$ cat src/rtl/alu_pkg.sv
// Shared definitions for the ALU operand sequencer: data width, opcodes, FSM states.
package alu_pkg;

  localparam int DATA_W = 4;

  localparam logic [DATA_W-1:0] OP_ADD = 4'd0;
  localparam logic [DATA_W-1:0] OP_SUB = 4'd1;
  localparam logic [DATA_W-1:0] OP_MUL = 4'd2;
  localparam logic [DATA_W-1:0] OP_DIV = 4'd3;
  localparam logic [DATA_W-1:0] OP_AND = 4'd4;
  localparam logic [DATA_W-1:0] OP_OR  = 4'd5;

  typedef enum logic [2:0] {
    GET_A  = 3'd0,
    GET_B  = 3'd1,
    GET_OP = 3'd2,
    ISSUE  = 3'd3,
    WAIT   = 3'd4,
    SHOW   = 3'd5
  } seq_state_t;

endpackage

$ cat src/rtl/alu_operand_sequencer_if.sv
// Operand/result bus between the sequencer (master) and the registered ALU (slave).
interface alu_operand_sequencer_if;
  import alu_pkg::*;

  logic              alu_reset;
  logic [DATA_W-1:0] data_a;
  logic [DATA_W-1:0] data_b;
  logic [DATA_W-1:0] alu_sel;
  logic [DATA_W-1:0] alu_out;
  logic              carry_flag;

  modport master (output alu_reset, data_a, data_b, alu_sel,
                  input  alu_out, carry_flag);
  modport slave  (input  alu_reset, data_a, data_b, alu_sel,
                  output alu_out, carry_flag);
endinterface

$ cat src/rtl/edge_detect_rise.sv
// Registered rising-edge detector; the pulse is high for the first cycle d_i is seen high.
module edge_detect_rise (
  input  logic clk,
  input  logic reset_n,
  input  logic d_i,
  output logic pulse_o
);
  logic d_q;

  always_ff @(posedge clk) begin
    if (!reset_n) d_q <= 1'b0;
    else          d_q <= d_i;
  end

  assign pulse_o = d_i & ~d_q;
endmodule

$ cat src/rtl/alu_operand_sequencer.sv
// Collects A, B and opcode from switches, issues them to the ALU and holds the result.
// Optional macro DIV_ZERO_CHECK_EN: divide by zero short-circuits to SHOW with err=1.
module alu_operand_sequencer
  import alu_pkg::*;
#(
  parameter int ALU_LATENCY = 1
) (
  input  logic                          clk,
  input  logic                          reset_n,
  input  logic [DATA_W-1:0]             sw_value,
  input  logic                          btn_enter,
  input  logic                          btn_clear,
  alu_operand_sequencer_if.master       alu,
  output logic [DATA_W-1:0]             result,
  output logic                          result_carry,
  output logic                          result_valid,
  output logic [2:0]                    stage,
  output logic                          err
);
  localparam logic [2:0] WAIT_INIT = 3'(ALU_LATENCY - 1);

  logic              enter_pulse;
  seq_state_t        state_q, state_d;
  logic [DATA_W-1:0] a_q, a_d, b_q, b_d, sel_q, sel_d, res_q, res_d;
  logic              carry_q, carry_d, err_q, err_d;
  logic [2:0]        cnt_q, cnt_d;

  edge_detect_rise u_enter_edge (
    .clk     (clk),
    .reset_n (reset_n),
    .d_i     (btn_enter),
    .pulse_o (enter_pulse)
  );

  always_comb begin
    state_d = state_q;
    a_d     = a_q;
    b_d     = b_q;
    sel_d   = sel_q;
    res_d   = res_q;
    carry_d = carry_q;
    err_d   = err_q;
    cnt_d   = cnt_q;
    // Clear overrides everything but keeps the last captured result on display.
    if (btn_clear) begin
      state_d = GET_A;
      err_d   = 1'b0;
    end else begin
      case (state_q)
        GET_A: if (enter_pulse) begin a_d = sw_value; state_d = GET_B; end
        GET_B: if (enter_pulse) begin b_d = sw_value; state_d = GET_OP; end
        GET_OP: if (enter_pulse) begin
          sel_d   = sw_value;
          state_d = ISSUE;
`ifdef DIV_ZERO_CHECK_EN
          if (sw_value == OP_DIV && b_q == '0) begin
            state_d = SHOW;
            err_d   = 1'b1;
            res_d   = '0;
            carry_d = 1'b0;
          end
`endif
        end
        ISSUE: begin
          cnt_d   = WAIT_INIT;
          state_d = WAIT;
        end
        WAIT: begin
          if (cnt_q == '0) begin
            res_d   = alu.alu_out;
            carry_d = alu.carry_flag;
            state_d = SHOW;
          end else begin
            cnt_d = cnt_q - 3'd1;
          end
        end
        SHOW: if (enter_pulse) begin state_d = GET_A; err_d = 1'b0; end
        default: state_d = GET_A;
      endcase
    end
  end

  always_ff @(posedge clk) begin
    if (!reset_n) begin
      state_q <= GET_A;
      a_q     <= '0;
      b_q     <= '0;
      sel_q   <= '0;
      res_q   <= '0;
      carry_q <= 1'b0;
      err_q   <= 1'b0;
      cnt_q   <= '0;
    end else begin
      state_q <= state_d;
      a_q     <= a_d;
      b_q     <= b_d;
      sel_q   <= sel_d;
      res_q   <= res_d;
      carry_q <= carry_d;
      err_q   <= err_d;
      cnt_q   <= cnt_d;
    end
  end

  assign alu.alu_reset = ~reset_n;
  assign alu.data_a    = a_q;
  assign alu.data_b    = b_q;
  assign alu.alu_sel   = sel_q;
  assign result        = res_q;
  assign result_carry  = carry_q;
  assign result_valid  = (state_q == SHOW);
  assign stage         = state_q;
  assign err           = err_q;
endmodule
$ cat src/flat_wrapper.sv
// flat-port wrapper written by rule: the top's interface ports become plain ports
module alu_operand_sequencer_flat import alu_pkg::*;
#(
  parameter int ALU_LATENCY = 1
)
  (clk, reset_n, sw_value, btn_enter, btn_clear, result, result_carry, result_valid, stage, err, alu_alu_reset, alu_data_a, alu_data_b, alu_alu_sel, alu_alu_out, alu_carry_flag);
  alu_operand_sequencer_if alu_i ();
  input  logic clk;
  input  logic reset_n;
  input  logic [DATA_W-1:0] sw_value;
  input  logic btn_enter;
  input  logic btn_clear;
  output logic [DATA_W-1:0] result;
  output logic result_carry;
  output logic result_valid;
  output logic [2:0] stage;
  output logic err;
  output wire logic [$bits(alu_i.alu_reset)-1:0] alu_alu_reset;
  output wire logic [$bits(alu_i.data_a)-1:0] alu_data_a;
  output wire logic [$bits(alu_i.data_b)-1:0] alu_data_b;
  output wire logic [$bits(alu_i.alu_sel)-1:0] alu_alu_sel;
  input wire logic [$bits(alu_i.alu_out)-1:0] alu_alu_out;
  input wire logic [$bits(alu_i.carry_flag)-1:0] alu_carry_flag;
  assign alu_alu_reset = alu_i.alu_reset;
  assign alu_data_a = alu_i.data_a;
  assign alu_data_b = alu_i.data_b;
  assign alu_alu_sel = alu_i.alu_sel;
  assign alu_i.alu_out = alu_alu_out;
  assign alu_i.carry_flag = alu_carry_flag;
  alu_operand_sequencer #(.ALU_LATENCY(ALU_LATENCY)) u_core (.clk(clk), .reset_n(reset_n), .sw_value(sw_value), .btn_enter(btn_enter), .btn_clear(btn_clear), .alu(alu_i), .result(result), .result_carry(result_carry), .result_valid(result_valid), .stage(stage), .err(err));
endmodule
$ cat config.mk
export PLATFORM = sky130hd
export DESIGN_NAME = alu_operand_sequencer_flat
export DESIGN_NICKNAME = d
export VERILOG_FILES = /design/src/rtl/alu_pkg.sv /design/src/rtl/alu_operand_sequencer_if.sv /design/src/rtl/edge_detect_rise.sv /design/src/rtl/alu_operand_sequencer.sv /design/src/flat_wrapper.sv
export SDC_FILE = /design/constraint.sdc
export NUM_CORES = 1
export LEC_CHECK = 0
export CAP_MARGIN = 20
export CORE_UTILIZATION = 40
export CTS_CLUSTER_SIZE = 12
export DETAILED_ROUTE_END_ITERATION = 10
export PLACE_DENSITY = 0.74
export SLEW_MARGIN = 20
export SYNTH_ARGS = -nofsm -noshare
export SYNTH_HDL_FRONTEND = slang
export SYNTH_SLANG_ARGS = --single-unit
$ cat constraint.sdc
create_clock -name clk -period 1.56 [get_ports clk]
set_clock_uncertainty 0.05 [all_clocks]
set_input_delay 0.468 -clock clk [delete_from_list [all_inputs] [get_ports clk]]
set_output_delay 0.468 -clock clk [all_outputs]
set_load 0.02 [all_outputs]
## Word-level counts from Yosys, hierarchy flattened

Index checks and enable logic that the tools add are counted.

- Add/sub/neg operators: 1
- Equality and inequality tests: 11
- Multiplexer cells: 8
- Bitwise operators: 4
- Reductions and logical operators: 10

Operator list:

| kind | count |
|---|---|
| $mux 3 | 6 |
| $pmux 3 s6 | 1 |
| $reduce_and 3->1 | 5 |
| $ne 2x1->1 const B | 5 |
| $eq 3x2->1 const B | 2 |
| $eq 3x3->1 const B | 2 |
| $logic_not 3->1 | 2 |
| $pmux 3 s2 | 1 |
| $reduce_and 5->1 | 1 |
| $eq 3x1->1 const B | 1 |
| $not 1->1 | 3 |
| $sub 3x1->3 const B | 1 |
| $ne 2x2->1 const B | 1 |
| $reduce_bool 2->1 | 1 |
| $reduce_or 2->1 | 1 |
| $and 1x1->1 | 1 |

- Register bits after elaboration: 24
- Logic and storage cells: 42

## Depth between registers and ports, before layout

Gate-level depths: netlist of run 1.

- Depth in word-level cells: 4
- Depth in mapped cells: 5

## By module

From an unflattened synthesis of run 1, not the netlist that was laid out.

- Cell total of the unflattened synthesis: 130
- Area, all modules: 1107.3 µm²

Modules (own cells, without submodules):

| module | instances | cells each | area an instance (µm²) | seq. area each (µm²) |
|---|---|---|---|---|
| alu_operand_sequencer | 1 | 127 | 1067.3 | 460.4 |
| edge_detect_rise | 1 | 3 | 40.0 | 20.0 |

## Worst setup path before layout of run 1

No wires, ideal clock.

- Path type: register -> register
- Start point: reg u_core.state_q[1], in the netlist u_core.stage[1]
- End point: reg u_core.a_q[0], in the netlist u_core.alu.data_a[0]
- Arrival: 1.568 ns
- Required time: 1.392 ns
- Setup slack: -0.176 ns
- Stages on the path, launching flop included: 6
- Buffers on the path: 2
- Period minus slack after synthesis: 1.736 ns
- Cell sequence: dfxtp_1 > buf_6 > or3b_4 > or4_4 > buf_6 > mux2i_1

- Longest elaborated chain between the ends: 2

Ends and longest elaborated chain:

| element | line | source |
|---|---|---|
| start: declaration | alu_operand_sequencer.sv:23 | `seq_state_t state_q, state_d;` |
| start signal: assignment | alu_operand_sequencer.sv:94 | `state_q <= state_d;` |
| $logic_not 3->1 | alu_operand_sequencer.sv:49 | `case (state_q)` |
| $reduce_and 3->1 (no line) | -- |  |
| end signal: assignment | alu_operand_sequencer.sv:86 | `a_q <= '0;` |
| end signal: assignment | alu_operand_sequencer.sv:95 | `a_q <= a_d;` |
| end: declaration | alu_operand_sequencer.sv:24 | `logic [DATA_W-1:0] a_q, a_d, b_q, b_d, sel_q, sel_d, res_q, res_d;` |

No other way between the ends.
A chain may end at the register's enable or synchronous reset.

## Final worst setup path of run 1

- Start point: reg u_core.state_q[1], in the netlist u_core.stage[1]
- End point: out result_valid

- Longest elaborated chain between the ends: 1

Ends and longest elaborated chain:

| element | line | source |
|---|---|---|
| $eq 3x3->1 | alu_operand_sequencer.sv:111 | `assign result_valid = (state_q == SHOW);` |
| end: declaration | flat_wrapper.sv:15 | `output logic result_valid;` |

No other way between the ends.

==> load_flow_metrics.sql, run 1 <==
INSERT INTO impl_metrics (metric_group, metric, value, unit) VALUES
('synth', 'yosys.cell_types.count', '33', ''),
('floorplanning', 'core_area', '2545', 'um^2'),
('synth', 'synth_compound_area_share', '14.74', '%'),
('floorplanning', 'ios', '36', ''),
('floorplanning', 'start_util', '43.36', '%'),
('final_layout', 'fill_cells', '226', ''),
('routing', 'routed_wirelength_normalized_by_instance_count', '13.13', 'um'),
('global_routing', 'wire_length_of_the_first_global_routing_pass', '4050', 'um'),
('sta', 'rsz0062_at_grt', 'true', ''),
('global_routing', 'first_global_vias', '993', ''),
('global_routing', 'track_usage', '19.17', '%'),
('routing', 'vias_per_cell', '5.335', ''),
('global_routing', 'antenna_found_initial', '0', ''),
('sta', 'fin_tns_setup', '-200.0', 'ps'),
('critical_path', 'critical-path-slowest-cell', 'sky130_fd_sc_hd__dfxtp_4', ''),
('global_routing', 'global_routing_met3_resource_utilization', '3.056', '%'),
('sta', 'postLayoutSetupSlackWorst', '-67.52', 'ps'),
('placement', 'dp_cell_count', '194', ''),
('critical_path', 'cell_type_group_with_the_largest_total_delay_on_the_critical_path', 'flip-flops', ''),
('final_layout', 'antennaDiodeCount', '0', ''),
('routing', 'dr_total_vias', '1083', ''),
('placement', 'post_dp_cell_area', '1540', 'um^2'),
('sta', 'final-max-slew-violation-count', '0', ''),
('clock_network', 'clk-insertion-delay-late', '300', 'ps'),
('critical_path', 'setup.worst_path.end_class', 'output port', ''),
('sta', 'fmax', '614.4', 'MHz'),
('outcome', 'violations_in_the_final_reports', 'setup timing', ''),
('power', 'powerDensity', '658.2', 'nW/um^2'),
('synth', 'mappedNetlistNets', '140', ''),
('synth', 'synth_most_common_cell', 'sky130_fd_sc_hd__dfxtp_1', ''),
('synth', 'synthTopCellsByArea', 'sky130_fd_sc_hd__dfxtp_1 (44%), sky130_fd_sc_hd__mux2i_1 (7.3%), sky130_fd_sc_hd__a21oi_1 (5.9%), sky130_fd_sc_hd__nand2_1 (4.8%), sky130_fd_sc_hd__o21ai_0 (4.5%)', ''),
('critical_path', 'crit_path_max_fanout', '2', ''),
('floorplanning', 'chipHeight', '54.53', 'um'),
('floorplanning', 'floorplan.die.width', '54.53', 'um'),
('power', 'power.ir.vdd_worst', '0.4385', 'mV'),
('clock_network', 'cts_num_sinks', '24', ''),
('critical_path', 'start_kind', 'flip-flop', ''),
('routing', 'drtIter0Drc', '10', ''),
('final_layout', 'area.growth.synth_to_final', '48.53', '%'),
('critical_path', 'worstPathRequired', '1040', 'ps'),
('critical_path', 'worst_ep_arrival_time', '1110', 'ps'),
('sta', 'setup_viol', '5', ''),
('outcome', 'outcome', 'finished, violations left', ''),
('final_layout', 'post_layout_cell_count', '203', ''),
('clock_network', 'cts.clk_slew.worst_paths', '130', 'ps'),
('placement', 'pre_cts_slack', '-596.9', 'ps'),
('placement', 'globalplace.congestion', '0.7736', ''),
('clock_network', 'h_tree_level_count', '1', ''),
('final_layout', 'final_nets', '189', ''),
('worst_hold_path', 'hp-class', 'reg -> reg', ''),
('synth', 'synth_instances', '125', ''),
('global_routing', 'grt_start_max_net_pins', '16', ''),
('synth', 'asyncSetResetFlopFracSynth', '0', '%'),
('routing', 'route.detailed.drc', '0', ''),
('critical_path', 'critPathKind', 'reg -> out', ''),
('critical_path', 'number_of_buffer_and_inverter_instances_along_the_worst_setup_path', '1', ''),
('clock_network', 'cts.hold.buffers_added', '0', ''),
('clock_network', 'cts_buffers', '3', ''),
('routing', 'final_antenna_net_count', '0', ''),
('global_routing', 'global_route.usage.met2', '34.15', '%'),
('synth', 'number_of_enable_flip_flop_cells_after_synthesis', '0', ''),
('routing', 'drt-pass1-iter-count', '4', ''),
('clock_network', 'cts_tree', 'yes', ''),
('critical_path', 'cp_slowest_stage_delay', '360', 'ps'),
('final_layout', 'layout-drive-gt1-share', '27.17', '%'),
('synth', 'synth.ff_latch_count', '24', ''),
('global_routing', 'met1_usage', '21.74', '%'),
('clock_network', 'cts_root_buffer', 'sky130_fd_sc_hd__clkbuf_4', ''),
('sta', 'post-route-period-util', '104.3', '%'),
('synth', 'yosys-mux-area-fraction', '7.256', '%'),
('synth', 'ys_warn_count', '0', '');
cells in the final DEF (no fill, tap or decap), types with 2 or more instances in the layout:
cell type,n
sky130_fd_sc_hd__nand2_1,14
sky130_fd_sc_hd__nand3_1,9
sky130_fd_sc_hd__buf_4,16
sky130_fd_sc_hd__dfxtp_2,4
sky130_fd_sc_hd__mux2i_1,8
sky130_fd_sc_hd__buf_2,3
sky130_fd_sc_hd__inv_1,3
sky130_fd_sc_hd__dlygate4sd2_1,13
sky130_fd_sc_hd__dfxtp_1,19
sky130_fd_sc_hd__clkdlybuf4s50_1,9
sky130_fd_sc_hd__or3b_4,2
sky130_fd_sc_hd__a21oi_1,13
sky130_fd_sc_hd__buf_6,4
sky130_fd_sc_hd__nand2b_1,2
sky130_fd_sc_hd__or4b_4,2
sky130_fd_sc_hd__clkdlybuf4s15_1,7
sky130_fd_sc_hd__o21ai_0,9
sky130_fd_sc_hd__clkbuf_4,3
sky130_fd_sc_hd__nor3b_1,4
sky130_fd_sc_hd__or3b_2,2
sky130_fd_sc_hd__nand3b_1,2
sky130_fd_sc_hd__inv_2,2
power breakdown:
part | internal, mW | leakage (nW) | switching [mW] | total [mW]
Clock | 0.142 | 0.0210 | 0.175 | 0.317
Combinational | 0.0680 | 0.514 | 0.0685 | 0.136
Sequential | 0.620 | 0.197 | 0.00488 | 0.625
kinds of logic after synthesis:
| family | after synthesis |
|---|---|
| other | 1 |
| flip-flops | 24 |
| AO/OA/AOI/OAI | 29 |
| multiplexers | 8 |
| AND/OR/NAND/NOR | 47 |
| adder cells (fa/ha/maj) | 2 |
| buffers and inverters | 14 |
metrics by stage:
step | total power, mW | util [%]
3_3_place_gp | 0.7771 | 60.52
2_1_floorplan | 0.7051 | -
5_1_grt | 1.127 | 64.41
3_5_place_dp | 0.7793 | 60.52
4_1_cts | 1.098 | 62.64
6_report | 1.079 | 64.41
routing by layer:
| metal | wire, um | share of wire [%] | vias up |
|---|---|---|---|
| met5 | 0 | 0 | - |
| met3 | 109 | 4.1 | 4 |
| met1 | 1166 | 44 | 512 |
| met2 | 1360 | 51 | 31 |
| li1 | - | - | 536 |
| met4 | 30 | 1.1 | 0 |
flip-flops by register name (all words and copies together) (netlist names):
| register | cells |
|---|---|
| u_core.alu.alu_sel | 4 |
| u_core.alu.data_a | 4 |
| u_core.alu.data_b | 4 |
| u_core.result | 4 |
| u_core.cnt_q | 3 |
| u_core.stage | 3 |
| u_core.result_carry | 1 |
| u_core.u_enter_edge.d_q | 1 |
worst paths after layout:
| check | to | cells after the start | from | slack (ps) |
|---|---|---|---|---|
| max | result_valid | 3 | u_core.stage[1]$_SDFFE_PP0P_ | -70 |
| min | u_core.alu.alu_sel[3]$_SDFFE_PN0P_ | 2 | u_core.alu.alu_sel[3]$_SDFFE_PN0P_ | 420 |
| max reg2reg | u_core.alu.data_a[1]$_SDFFE_PN0P_ | 4 | u_core.stage[1]$_SDFFE_PP0P_ | -50 |
| min reg2reg | u_core.alu.alu_sel[3]$_SDFFE_PN0P_ | 2 | u_core.alu.alu_sel[3]$_SDFFE_PN0P_ | 420 |
tightest hold or removal path, cell delays in order (launching register included):
cell                      delay (ps)
sky130_fd_sc_hd__dfxtp_1         330
sky130_fd_sc_hd__nand2_1          50
sky130_fd_sc_hd__mux2i_1          50
what timing repair did:
item,CTS,global route
resized for setup,51,16
pin swaps,4,4
endpoints found under the setup margin,42,26
cloned,0,1
setup buffers,3,1
cell type report:
| class | instances | area [um^2] | share of cell area [%] |
|---|---|---|---|
| clock buffers | 4 | 36.28 | 2.214 |
| multi-input cells | 87 | 598.1 | 36.49 |
| flip-flops and latches | 24 | 489.2 | 29.85 |
| well taps | 30 | 37.54 | 2.290 |
| repair buffers | 53 | 459.2 | 28.02 |
| inverters | 5 | 18.77 | 1.145 |
Power figures use the tool's default switching activity.
==> inputs of run 2 (changes only) <==
--- a/config.mk
+++ b/config.mk
@@ -5,6 +5,7 @@
 export SDC_FILE = /design/constraint.sdc
 export NUM_CORES = 1
 export LEC_CHECK = 0
+export ABC_AREA = 0
 export CAP_MARGIN = 20
 export CORE_UTILIZATION = 40
 export CTS_CLUSTER_SIZE = 12
==> results of run 2 <==
Final layout, timing and power as in run 1 (identical DEF).
